**config.mk**
```make
export PLATFORM = sky130hd
export DESIGN_NAME = regbus2ahb_flat
export DESIGN_NICKNAME = d
export VERILOG_FILES = /design/src/rtl/regbus2ahb_if.sv /design/src/rtl/regbus2ahb.sv /design/src/flat_wrapper.sv
export SDC_FILE = /design/constraint.sdc
export NUM_CORES = 1
export LEC_CHECK = 0
export CAP_MARGIN = 20
export CORE_UTILIZATION = 41
export DETAILED_ROUTE_END_ITERATION = 10
export GPL_ROUTABILITY_DRIVEN = 0
export GPL_TIMING_DRIVEN = 0
export PLACE_DENSITY = 0.79
export SLEW_MARGIN = 10
export SYNTH_ARGS = -nofsm -noshare
export SYNTH_HDL_FRONTEND = slang
export SYNTH_SLANG_ARGS = --single-unit
export TNS_END_PERCENT = 20
```
**constraint.sdc**
```tcl
create_clock -name HCLK -period 1.95 [get_ports HCLK]
set_input_delay 0.4875 -clock HCLK [delete_from_list [all_inputs] [get_ports HCLK]]
set_output_delay 0.4875 -clock HCLK [all_outputs]
set_load 0.01 [all_outputs]
```
**src/rtl/regbus2ahb_if.sv**
```systemverilog
// Register-bus request/response plus AHB master signals, bundled for the bridge.
// Latency: none, wires only.
// Backpressure: req_ready from the bridge gates requests; rsp and AHB sides carry no backpressure here.
interface regbus2ahb_if #(
    parameter int AHB_ADDR_WIDTH = 32,
    parameter int AHB_DATA_WIDTH = 32
);
    // register-bus side
    logic                      req_valid;
    logic                      req_ready;
    logic [AHB_ADDR_WIDTH-1:0] req_addr;
    logic                      req_wr1_rd0;
    logic [2:0]                req_size;
    logic [AHB_DATA_WIDTH-1:0] req_wdata;
    logic                      rsp_valid;
    logic [AHB_DATA_WIDTH-1:0] rsp_rdata;
    logic                      rsp_err;
    logic                      rsp_timeout;
    // AHB side
    logic [AHB_ADDR_WIDTH-1:0] HADDR;
    logic [1:0]                HTRANS;
    logic                      HWRITE;
    logic [2:0]                HSIZE;
    logic [2:0]                HBURST;
    logic [AHB_DATA_WIDTH-1:0] HWDATA;
    logic                      HREADY;
    logic [1:0]                HRESP;
    logic [AHB_DATA_WIDTH-1:0] HRDATA;

    // bridge view: it is the AHB master and the register-bus target
    modport master (
        input  req_valid, req_addr, req_wr1_rd0, req_size, req_wdata,
        output req_ready, rsp_valid, rsp_rdata, rsp_err, rsp_timeout,
        output HADDR, HTRANS, HWRITE, HSIZE, HBURST, HWDATA,
        input  HREADY, HRESP, HRDATA
    );

    // environment view: requester plus AHB slave/mux
    modport slave (
        output req_valid, req_addr, req_wr1_rd0, req_size, req_wdata,
        input  req_ready, rsp_valid, rsp_rdata, rsp_err, rsp_timeout,
        input  HADDR, HTRANS, HWRITE, HSIZE, HBURST, HWDATA,
        output HREADY, HRESP, HRDATA
    );
endinterface

```
**src/rtl/regbus2ahb.sv**
```systemverilog
// Single-outstanding register-bus to AHB SINGLE-transfer master bridge.
// Latency: 4 cycles accept-to-ready at zero wait states, +1 per slave wait state.
// Backpressure: req_ready only in IDLE; rsp is a one-cycle pulse with no backpressure.
module regbus2ahb #(
    parameter int          AHB_ADDR_WIDTH = 32,
    parameter int          AHB_DATA_WIDTH = 32,
    parameter logic [15:0] TIMEOUT_CYCLES = 16'd256
) (
    input  logic          HCLK,
    input  logic          HRESETn,
    regbus2ahb_if.master  bus
);
    typedef enum logic [1:0] {
        ST_IDLE = 2'd0,
        ST_ADDR = 2'd1,
        ST_DATA = 2'd2,
        ST_RESP = 2'd3
    } state_t;

    localparam logic [1:0] HTRANS_IDLE   = 2'b00;
    localparam logic [1:0] HTRANS_NONSEQ = 2'b10;

    state_t                    state;
    state_t                    state_nxt;
    logic [15:0]               tmo_cnt;
    logic [AHB_DATA_WIDTH-1:0] wdata_q;
    logic                      accept;
    logic                      misalign;
    logic                      tmo_hit;

    assign bus.req_ready = (state == ST_IDLE);
    assign bus.HBURST    = 3'b000;

    // Decode handshake, alignment, timeout expiry and the next state.
    always_comb begin
        state_nxt = state;
        accept    = bus.req_valid && (state == ST_IDLE);
        misalign  = (bus.req_size > 3'd2)
                 || ((bus.req_size == 3'd1) && bus.req_addr[0])
                 || ((bus.req_size == 3'd2) && (bus.req_addr[1:0] != 2'b00));
        tmo_hit   = (TIMEOUT_CYCLES != 16'd0) && !bus.HREADY
                 && (tmo_cnt == TIMEOUT_CYCLES - 16'd1);
        case (state)
            ST_IDLE: if (accept) state_nxt = misalign ? ST_RESP : ST_ADDR;
            ST_ADDR: begin
                if (bus.HREADY)   state_nxt = ST_DATA;
                else if (tmo_hit) state_nxt = ST_RESP;
            end
            ST_DATA: begin
                // an ERROR with HREADY low simply waits here for its second cycle
                if (bus.HREADY || tmo_hit) state_nxt = ST_RESP;
            end
            default: state_nxt = ST_IDLE;
        endcase
    end

    // State register; reset aborts any transfer in flight.
    always_ff @(posedge HCLK or negedge HRESETn) begin
        if (!HRESETn) state <= ST_IDLE;
        else          state <= state_nxt;
    end

    // Wait-state counter, restarted on entry to each AHB phase.
    always_ff @(posedge HCLK or negedge HRESETn) begin
        if (!HRESETn) begin
            tmo_cnt <= 16'd0;
        end else if ((state == ST_IDLE && state_nxt == ST_ADDR)
                  || (state == ST_ADDR && state_nxt == ST_DATA)) begin
            tmo_cnt <= 16'd0;
        end else if ((state == ST_ADDR || state == ST_DATA) && !bus.HREADY) begin
            tmo_cnt <= tmo_cnt + 16'd1;
        end
    end

    // Registered AHB and response outputs, updated from the current/next state.
    always_ff @(posedge HCLK or negedge HRESETn) begin
        if (!HRESETn) begin
            bus.HTRANS      <= HTRANS_IDLE;
            bus.HADDR       <= '0;
            bus.HWRITE      <= 1'b0;
            bus.HSIZE       <= 3'd0;
            bus.HWDATA      <= '0;
            wdata_q         <= '0;
            bus.rsp_valid   <= 1'b0;
            bus.rsp_rdata   <= '0;
            bus.rsp_err     <= 1'b0;
            bus.rsp_timeout <= 1'b0;
        end else begin
            // NONSEQ only while in ADDR; a timeout there drops it to IDLE
            bus.HTRANS    <= (state_nxt == ST_ADDR) ? HTRANS_NONSEQ : HTRANS_IDLE;
            bus.rsp_valid <= (state_nxt == ST_RESP);
            case (state)
                ST_IDLE: begin
                    if (accept) begin
                        bus.HADDR  <= bus.req_addr;
                        bus.HWRITE <= bus.req_wr1_rd0;
                        bus.HSIZE  <= bus.req_size;
                        wdata_q    <= bus.req_wdata;
                        if (misalign) begin
                            bus.rsp_err     <= 1'b1;
                            bus.rsp_timeout <= 1'b0;
                        end
                    end
                end
                ST_ADDR: begin
                    if (bus.HREADY) begin
                        if (bus.HWRITE) bus.HWDATA <= wdata_q;
                    end else if (tmo_hit) begin
                        bus.rsp_err     <= 1'b1;
                        bus.rsp_timeout <= 1'b1;
                    end
                end
                ST_DATA: begin
                    if (bus.HREADY) begin
                        // RETRY and SPLIT are not retried; any non-OKAY is an error
                        bus.rsp_err     <= (bus.HRESP != 2'b00);
                        bus.rsp_timeout <= 1'b0;
                        if (!bus.HWRITE) bus.rsp_rdata <= bus.HRDATA;
                    end else if (tmo_hit) begin
                        bus.rsp_err     <= 1'b1;
                        bus.rsp_timeout <= 1'b1;
                    end
                end
                default: ;
            endcase
        end
    end
endmodule

```
**src/flat_wrapper.sv**
```systemverilog
// flat-port wrapper written by rule: the top's interface ports become plain ports
module regbus2ahb_flat 
#(
    parameter int          AHB_ADDR_WIDTH = 32,
    parameter int          AHB_DATA_WIDTH = 32,
    parameter logic [15:0] TIMEOUT_CYCLES = 16'd256
)
  (HCLK, HRESETn, bus_req_valid, bus_req_addr, bus_req_wr1_rd0, bus_req_size, bus_req_wdata, bus_req_ready, bus_rsp_valid, bus_rsp_rdata, bus_rsp_err, bus_rsp_timeout, bus_HADDR, bus_HTRANS, bus_HWRITE, bus_HSIZE, bus_HBURST, bus_HWDATA, bus_HREADY, bus_HRESP, bus_HRDATA);
  regbus2ahb_if #(.AHB_ADDR_WIDTH(AHB_ADDR_WIDTH), .AHB_DATA_WIDTH(AHB_DATA_WIDTH)) bus_i ();
  input  logic HCLK;
  input  logic HRESETn;
  input wire logic [$bits(bus_i.req_valid)-1:0] bus_req_valid;
  input wire logic [$bits(bus_i.req_addr)-1:0] bus_req_addr;
  input wire logic [$bits(bus_i.req_wr1_rd0)-1:0] bus_req_wr1_rd0;
  input wire logic [$bits(bus_i.req_size)-1:0] bus_req_size;
  input wire logic [$bits(bus_i.req_wdata)-1:0] bus_req_wdata;
  output wire logic [$bits(bus_i.req_ready)-1:0] bus_req_ready;
  output wire logic [$bits(bus_i.rsp_valid)-1:0] bus_rsp_valid;
  output wire logic [$bits(bus_i.rsp_rdata)-1:0] bus_rsp_rdata;
  output wire logic [$bits(bus_i.rsp_err)-1:0] bus_rsp_err;
  output wire logic [$bits(bus_i.rsp_timeout)-1:0] bus_rsp_timeout;
  output wire logic [$bits(bus_i.HADDR)-1:0] bus_HADDR;
  output wire logic [$bits(bus_i.HTRANS)-1:0] bus_HTRANS;
  output wire logic [$bits(bus_i.HWRITE)-1:0] bus_HWRITE;
  output wire logic [$bits(bus_i.HSIZE)-1:0] bus_HSIZE;
  output wire logic [$bits(bus_i.HBURST)-1:0] bus_HBURST;
  output wire logic [$bits(bus_i.HWDATA)-1:0] bus_HWDATA;
  input wire logic [$bits(bus_i.HREADY)-1:0] bus_HREADY;
  input wire logic [$bits(bus_i.HRESP)-1:0] bus_HRESP;
  input wire logic [$bits(bus_i.HRDATA)-1:0] bus_HRDATA;
  assign bus_i.req_valid = bus_req_valid;
  assign bus_i.req_addr = bus_req_addr;
  assign bus_i.req_wr1_rd0 = bus_req_wr1_rd0;
  assign bus_i.req_size = bus_req_size;
  assign bus_i.req_wdata = bus_req_wdata;
  assign bus_req_ready = bus_i.req_ready;
  assign bus_rsp_valid = bus_i.rsp_valid;
  assign bus_rsp_rdata = bus_i.rsp_rdata;
  assign bus_rsp_err = bus_i.rsp_err;
  assign bus_rsp_timeout = bus_i.rsp_timeout;
  assign bus_HADDR = bus_i.HADDR;
  assign bus_HTRANS = bus_i.HTRANS;
  assign bus_HWRITE = bus_i.HWRITE;
  assign bus_HSIZE = bus_i.HSIZE;
  assign bus_HBURST = bus_i.HBURST;
  assign bus_HWDATA = bus_i.HWDATA;
  assign bus_i.HREADY = bus_HREADY;
  assign bus_i.HRESP = bus_HRESP;
  assign bus_i.HRDATA = bus_HRDATA;
  regbus2ahb #(.AHB_ADDR_WIDTH(AHB_ADDR_WIDTH), .AHB_DATA_WIDTH(AHB_DATA_WIDTH), .TIMEOUT_CYCLES(TIMEOUT_CYCLES)) u_core (.HCLK(HCLK), .HRESETn(HRESETn), .bus(bus_i));
endmodule
```
**Yosys cells after proc, flatten, opt, wreduce, memory -nomap -nowiden**

Index checks and enable logic that the tools add are counted.

- Add/subtract/negate cells: 1
- Magnitude comparators: 1
- Equal/unequal tests: 11
- Muxes and demuxes: 21
- Bitwise gates (word level): 1
- Reductions and logical operators: 22

Operator list:

| kind | number |
|---|---|
| 16-bit two-way mux | 2 |
| 16-bit by 1-bit adder with 16-bit output (second input constant) | 1 |
| 16-bit by 8-bit equality test with 1-bit output (second input constant) | 1 |
| 2-bit two-way mux | 6 |
| 1-bit two-way mux | 10 |
| 1-bit logical AND | 7 |
| 2-bit equality test (second input constant) | 3 |
| 1-bit one-hot mux with 3 select lines | 2 |
| 2-bit one-hot mux with 3 select lines | 1 |
| 3-bit AND reduction | 2 |
| 2-bit nonzero test | 3 |
| 1-bit logical OR | 5 |
| 2-bit by 1-bit equality test with 1-bit output (second input constant) | 2 |
| 2-bit by 1-bit inequality test with 1-bit output (second input constant) | 2 |
| 4-bit AND reduction | 1 |
| 3-bit by 1-bit equality test with 1-bit output (second input constant) | 1 |
| 3-bit by 2-bit equality test with 1-bit output (second input constant) | 1 |
| 3-bit by 2-bit > comparator with 1-bit output (second input constant) | 1 |
| 3-bit nonzero test | 1 |
| 2-bit logical NOT | 1 |
| 2-bit inequality test (second input constant) | 1 |
| 2-bit AND reduction | 1 |
| 1-bit logical NOT | 1 |
| 1-bit NOT | 1 |

- Flip-flop bits (word level): 155
- Output and inout port bits: 109
- Word-level logic and storage cells: 69

**Logic depth before layout (Yosys ltp)**

Gate-level depths: netlist of run 1.

- Depth after elaboration: 11
- Gate-level depth with buffers: 10

**Worst setup path after synthesis of run 1**

OpenSTA, ideal clock, no wires.

- Path type: register to register
- Start point: register u_core.state[1]
- End point: register u_core.bus.HADDR[26]
- Library setup time: 0.125 ns
- Data arrival time: 1.944 ns
- Slack: -0.118 ns
- Stages on the path, launching flop included: 8
- Clock period less this slack: 2.068 ns
- Cell sequence: dfrtp_1 > inv_1 > ha_1 > buf_4 > nand2_1 > buf_2 > buf_1 > mux2_2

- Cells in the longest elaborated chain, start to end: 3

Ends and longest elaborated chain:

| item | line | source |
|---|---|---|
| start, declared | regbus2ahb.sv:23 | `state_t state;` |
| start signal, assigned | regbus2ahb.sv:60 | `else state <= state_nxt;` |
| 2-bit logical NOT * | n/a |  |
| net bus_req_ready | flat_wrapper.sv:17 | `output wire logic [$bits(bus_i.req_ready)-1:0] bus_req_ready;` |
| 1-bit logical AND | regbus2ahb.sv:37 | `accept = bus.req_valid && (state == ST_IDLE);` |
| 2-bit AND reduction (no source line) * | n/a |  |
| end signal, assigned | regbus2ahb.sv:95 | `bus.HADDR <= bus.req_addr;` |
| end, declared | regbus2ahb_if.sv:34 | `output HADDR, HTRANS, HWRITE, HSIZE, HBURST, HWDATA,` |

Mark *: on every way through the listed nets, which the timed path passes. The rest lies on a longest branch.
A chain may end at the register's enable or synchronous reset.

**Final worst setup path of run 1**

- Start point: register u_core.state[0]
- End point: register u_core.tmo_cnt[15]

- Cells in the longest elaborated chain, start to end: 8
- Elaborated cells between the ends (all ways): 18

Ends and longest elaborated chain:

| item | line | source |
|---|---|---|
| 2-bit logical NOT | regbus2ahb.sv:37, regbus2ahb.sv:43, regbus2ahb.sv:67 |  |
| 1-bit logical AND | regbus2ahb.sv:37 |  |
| 2-bit two-way mux | regbus2ahb.sv:44 | `ST_IDLE: if (accept) state_nxt = misalign ? ST_RESP : ST_ADDR;` |
| 2-bit one-hot mux with 3 select lines | regbus2ahb.sv:43 | `case (state)` |
| 2-bit by 1-bit equality test with 1-bit output or 2-bit equality test (tied branches) | regbus2ahb.sv:67, regbus2ahb.sv:68 |  |
| 1-bit logical AND, on equally long branches | regbus2ahb.sv:67, regbus2ahb.sv:68 |  |
| 1-bit logical OR | regbus2ahb.sv:68 | `\|\| (state == ST_ADDR && state_nxt == ST_DATA)) begin` |
| 16-bit two-way mux or 2-bit nonzero test (tied branches) | n/a |  |
| end signal, assigned | regbus2ahb.sv:71 | `tmo_cnt <= tmo_cnt + 16'd1;` |
| end, declared | regbus2ahb.sv:25 | `logic [15:0] tmo_cnt;` |

Parallel ways exist; a longest one is shown, timed or not.

==> run metrics, run 1 <==
vias in the first global route 4789; number of cells produced by synthesis 424; I/O pin cnt 215; Slew @ Worst Pin 592 ps; achievable frequency 497 MHz; placed instance count 826; type of destination of the critical path flop; filler cell count 1110; Synth area leader dfrtp_1; hold crit path type in -> async; DRC Markers 0; total clock sinks 154; pin count of the biggest net entering global routing 85; number of flops mapped to enable cells by yosys 0; fraction of synthesis flops using an asynchronous set or reset pin 1.00; Crit. Startpoint u_core.state[0]; number of standard-cell rows in the floorplan 45; Yosys top cell area share 0.610; Starting DRT DRC Count 168; Tcrit/Tclk final 1.03; headroom to the max-slew limit 0.605; number of levels the H-tree was split into 4; number of hold violations in the final report 0; sum of overflow across all layers after global routing 0; combined area of all synthesized cells 6320 um2; kind of launch point of the worst setup path flop; hold_ws 9.60 ps; instance area after placement 8700 um2; number of antenna violations at the first check in global routing 0; share of final-layout standard cells stronger than drive strength 1 0.349; routed vias 4384; time the final worst path needs with I/O delays and setup 2010 ps; max-cap violation count 0; global-route wire length before repair 24300 um; Peak supply drop 0.859 mV; startpoint of the worst-slack reg-to-reg timing path u_core.state[0]; cell-by-cell listing of the critical path inv_2 -> ha_2 -> buf_6 -> nand2_8 -> and2_4 -> o211ai_4 -> a2111oi_4 -> buf_4 -> nor3_1; RSZ-0062 raised after global routing yes; critical path peak fanout 6; height of the die 126 um; root buffer cell clkbuf_16; average vias per placed instance 4.99; Pwr per Cell Area 1600 nW/um2; DRT antenna net count 0; highest-count cells in the layout ignoring fill and taps clkdlybuf4s50_1, dfrtp_1, mux2_2; Unique masters post-synth 46; final cell count without fillers 878; cell with the largest stage delay on the worst path dfrtp_2; Mapped Avg Cell Area 14.9 um2; number of buffers created by CTS 17; full die area 15900 um2; flip-flop and latch count after synthesis 154; Area growth syn-to-layout 52.3%; number of port buffers 210; clock tree from TritonCTS done; Data required, critical path 2240 ps; Final Net Count 790; smallest setup slack after layout -63.1 ps; violations in the final reports negative setup slack; cell types with the largest area share after synthesis dfrtp_1, mux2_2, nor3_2, xnor2_1, ha_1; area of all placed cells without fillers 9630 um2; Max Root-Sink Buffers 2; Slowest Stage Delay on Critical Path 450 ps; flop-to-flop setup slack -60 ps; fraction of the yosys area taken by sequential cells 0.610; worst reg2reg path depth 9; clock-pin slew reported for the worst setup and hold paths after clock tree synthesis 60 ps; Detailed Place HPWL 10400 um; capturing instance or port of the critical path u_core.tmo_cnt[15]; detailed-router iteration count before antenna repair 6; synth warn 0; ant diodes 0; status finished, violations left; total power after layout 15.4 mW; commonest non-fill, non-tap cell in the layout clkdlybuf4s50_1; clock tree skew after final layout 5.96 ps; CTS hold repair buffers 0; final slew viol count 0; Post-Route WL 15100 um; global routing usage summed across all routing layers 0.198; width of the chip 126 um; WL/cell 17.2 um; endpoint arrival time on the critical path 2310 ps; floorplan core area 15100 um2; static leakage 4.15 nW; clk_lat worst skew 410 ps; Setup WS pre-CTS -799 ps; total setup violations reported at the end of the flow 29; startpoint-to-endpoint class of the critical path reg -> reg; Critical R2R Capture u_core.tmo_cnt[15]; initial standard-cell utilization of the core 0.417; flip-flop cell with the highest count after synthesis dfrtp_1
layer usage:
layer  global-route usage  vias up  wire [um]
met5                    0        -          0
met1                0.222     2205       5800
li1                     -     2000          -
met2                0.348      148       7930
met4               0.0780        0        403
met3               0.0654       31        994
state kept, by name, indices dropped and copies added (netlist names):
register,cells
u_core.bus.HADDR,32
u_core.bus.HWRITE,1
u_core.wdata_q,32
u_core.bus.rsp_timeout,1
u_core.bus.HTRANS,1
u_core.state,2
u_core.tmo_cnt,16
u_core.bus.HSIZE,3
u_core.bus.rsp_valid,1
u_core.bus.HWDATA,32
u_core.bus.rsp_err,1
u_core.bus.rsp_rdata,32
critical path, delay by kind of cell (launching register included):
| family | cells | cell delay (ps) |
|---|---|---|
| flip-flops | 1 | 450 |
| buffers and inverters | 3 | 460 |
| adder cells (fa/ha/maj) | 1 | 200 |
| AO/OA/AOI/OAI | 2 | 450 |
| AND/OR/NAND/NOR | 3 | 340 |
cell families (layout without fill, tap and decap cells):
kind of cell / count (synthesis) / in the layout / synth area share
flip-flops: 154 / 154 / 0.610
multiplexers: 133 / 133 / 0.237
AND/OR/NAND/NOR: 68 / 68 / 0.0695
buffers and inverters: 28 / 291 / 0.0249
AO/OA/AOI/OAI: 18 / 18 / 0.0238
XOR/XNOR: 15 / 15 / 0.0208
adder cells (fa/ha/maj): 7 / 7 / 0.0139
other: 1 / 4 / 0.000593
Yosys cell counts (all sizes together) (4+ instances only):
master and instances:
nor2 9, xor2 4, clkbuf 4, buf 18, nor3 22, nand3 5, nor2b 4, inv 6
ha 7, xnor2 11, nand2b 4, nand4 4, dfrtp 154, mux2 132, nand2 6
area by class of cell:
| type | instances | area [um2] | share of cell area |
|---|---|---|---|
| multi-input combinational | 245 | 2440 | 0.253 |
| clock inverter | 13 | 175 | 0.0182 |
| clock buffer | 19 | 443 | 0.0460 |
| tap | 188 | 235 | 0.0244 |
| inverter | 6 | 22.5 | 0.00234 |
| buffer | 22 | 158 | 0.0164 |
| timing repair buffer | 231 | 2290 | 0.238 |
| sequential | 154 | 3860 | 0.401 |
per-stage QoR:
| stage | TNS, ps | utilization |
|---|---|---|
| final | -811 | 0.636 |
| after global routing | -3370 | 0.636 |
| after CTS | -939 | 0.628 |
| after detailed placement | -72060 | 0.575 |
| after global placement | -903650 | 0.572 |
| after floorplan | -647 | - |
power by group:
part	internal [mW]	total, mW	switching [mW]
Sequential	4.69	5.46	0.771
Combinational	3.95	6.47	2.52
Clock	2.17	3.45	1.28
worst min-delay path by stage:
| stage | startpoint | to | slack [ps] | depth (start not counted) |
|---|---|---|---|---|
| 3_5_place_dp | HRESETn | u_core.bus.HADDR[30] | 480 | 1 |
| 2_1_floorplan | HRESETn | u_core.bus.HADDR[0] | 190 | 0 |
| 3_3_place_gp | u_core.wdata_q[15] | u_core.bus.HWDATA[15] | 480 | 1 |
| 6_report | HRESETn | u_core.bus.HADDR[30] | 10 | 1 |
| 5_1_grt | HRESETn | u_core.bus.HADDR[30] | 40 | 1 |
| 4_1_cts | HRESETn | u_core.tmo_cnt[12] | 40 | 1 |
what timing repair did:
action	CTS	global route
setup buffers	14	5
hold endpoints to repair	0	0
endpoints found under the setup margin	145	70
resized for setup	30	24
cloned	1	0
pin swaps	5	7
Note: power is estimated with default switching activity, not from simulation.
==> run 2: changes to the inputs <==
Settings changed: GPL_TIMING_DRIVEN 0 to not set.
==> run 2 against run 1 <==
Critical endpoint is now u_core.tmo_cnt[6]. Cell area hardly changed. Clock skew is 1.0 ps higher. The run still ends with negative setup slack left. Clock-buffer cell count is 2 higher. Largest cell class unchanged.
==> run metrics, run 2 (synthesized netlist as in run 1, its figures left out) <==
kind of launch point of the worst setup path primary input (was flop); width of the chip 126 um (unchanged); smallest setup slack after layout -27.8 ps (was -63.1 ps); highest-count cells in the layout ignoring fill and taps clkdlybuf4s50_1, dfrtp_1, mux2_2 (unchanged); time the final worst path needs with I/O delays and setup 1980 ps (was 2010 ps); aggregate negative setup slack -204 ps (was -811 ps); number of buffers created by CTS 17 (unchanged); RSZ-0062 raised after global routing yes (unchanged); floorplan core area 15100 um2 (unchanged); initial standard-cell utilization of the core 0.417 (unchanged); Tcrit/Tclk final 1.01 (was 1.03); flop-to-flop setup slack -10 ps (was -60 ps); final slew viol count 0 (unchanged); total setup violations reported at the end of the flow 14 (was 29); Max Root-Sink Buffers 2 (unchanged); DRT antenna net count 0 (unchanged); routed vias 4328 (was 4384); max-cap violation count 0 (unchanged); status finished, violations left (unchanged); Post-Route WL 14600 um (was 15100 um); violations in the final reports negative setup slack (unchanged); total power after layout 15.2 mW (was 15.4 mW); clock tree skew after final layout 6.97 ps (was 5.96 ps); GR Layer Usage met2 0.334 (was 0.348); Final Net Count 789 (was 790); Data required, critical path 2250 ps (was 2240 ps); startpoint-to-endpoint class of the critical path in -> reg (was reg -> reg); Detailed Place HPWL 10700 um (was 10400 um); instance area after placement 8950 um2 (was 8700 um2); type of destination of the critical path flop (unchanged); busiest layer in global routing met2 (unchanged); commonest non-fill, non-tap cell in the layout clkdlybuf4s50_1 (unchanged); total clock sinks 154 (unchanged); critical path peak fanout 8 (was 6); number of standard-cell rows in the floorplan 45 (unchanged); full die area 15900 um2 (unchanged); number of antenna violations at the first check in global routing 0 (unchanged); Setup WS pre-CTS -523 ps (was -799 ps); share of final-layout standard cells stronger than drive strength 1 0.332 (was 0.349); Starting DRT DRC Count 127 (was 168); average vias per placed instance 4.95 (was 4.99); Pwr per Cell Area 1580 nW/um2 (was 1600 nW/um2); clk_lat worst skew 410 ps (about the same); root buffer cell clkbuf_16 (unchanged); met1 routing resource usage after global routing 0.218 (was 0.222); WL/cell 16.7 um (was 17.2 um); achievable frequency 506 MHz (was 497 MHz); met3 track demand over resource in global routing 0.0697 (was 0.0654); detailed-router iteration count before antenna repair 4 (was 6); number of levels the H-tree was split into 4 (unchanged); I/O pin cnt 215 (unchanged); number of hold violations in the final report 0 (unchanged); vias in the first global route 4728 (was 4789); DRC Markers 0 (unchanged); pin count of the biggest net entering global routing 37 (was 85); endpoint arrival time on the critical path 2280 ps (was 2310 ps); ant diodes 0 (unchanged); sum of overflow across all layers after global routing 0 (unchanged); global routing usage summed across all routing layers 0.192 (was 0.198); area of all placed cells without fillers 9630 um2 (about the same); clock tree from TritonCTS done (unchanged); number of port buffers 210 (unchanged); global-route wire length before repair 23700 um (was 24300 um); hold crit path type reg -> reg (was in -> async); height of the die 126 um (unchanged); filler cell count 1127 (was 1110); Area growth syn-to-layout 52.4% (was 52.3%); clock-pin slew reported for the worst setup and hold paths after clock tree synthesis 60 ps (about the same); Peak supply drop 0.787 mV (was 0.859 mV); static leakage 4.13 nW (was 4.15 nW)
[run 2: changes by cell type in the layout (fill, tap and decap cells not counted), moves of 4 or more]
cell,previous run,this run
buf_2,6,0
buf_12,1,10
dfrtp_2,4,0
dlymetal6s2s_1,4,0
clkdlybuf4s50_1,204,208
dfrtp_1,150,154
[run 2: critical path, stage by stage]
cell	delay, ps
clkdlybuf4s50_1	450
nor3_1	240
o21bai_2	130
a31oi_1	370
and4bb_2	360
clkbuf_16	180
nor3_2	50
[run 2: per-stage QoR]
| stage | util | hold slack (ps) | cells |
|---|---|---|---|
| 6_report | 0.636 | 501 | 874 |
| 3_3_place_gp | 0.591 | 419 | 841 |
| 3_5_place_dp | 0.591 | 425 | 841 |
| 5_1_grt | 0.636 | 509 | 874 |
| 4_1_cts | 0.632 | 505 | 872 |
| 2_1_floorplan | - | 192 | 427 |
[run 2: layout make-up]
class / count / area (um2) / area share
timing repair buffer: 252 / 2560 / 0.266
clock inverter: 8 / 123 / 0.0127
inverter: 6 / 22.5 / 0.00234
multi-input combinational: 245 / 2380 / 0.247
tap: 188 / 235 / 0.0244
clock buffer: 21 / 450 / 0.0468
sequential: 154 / 3850 / 0.400
[run 2: path summary, 6_finish.rpt]
kind                                         from                      end  cells past startpoint
min in group asynchronous                 HRESETn     u_core.bus.HADDR[30]                      2
worst max-delay path              bus_req_size[0]        u_core.tmo_cnt[6]                      7
worst min register to register  u_core.wdata_q[6]        u_core.wdata_q[6]                      1
worst min-delay path            u_core.wdata_q[6]        u_core.wdata_q[6]                      1
max in group asynchronous                 HRESETn  u_core.bus.rsp_rdata[9]                      3
worst max register to register  u_core.tmo_cnt[8]        u_core.tmo_cnt[6]                      6
[run 2: metal layers]
layer	share of wire	wire [um]
met5	0	0
met3	0.065	958
met4	0.019	282
met1	0.39	5660
met2	0.53	7730
[run 2: what timing repair did]
item	CTS	global route
setup endpoints to repair	17	19
endpoints found under the hold margin	31	0
gates cloned	0	1
hold buffers	1	0
pin swaps	5	4
resized for setup	7	10
setup buffers	1	1
[run 2: report_power, final]
part	total [mW]	internal, mW	switching, mW
Sequential	5.42	4.68	0.735
Clock	3.24	2.02	1.22
Combinational	6.53	4.03	2.49
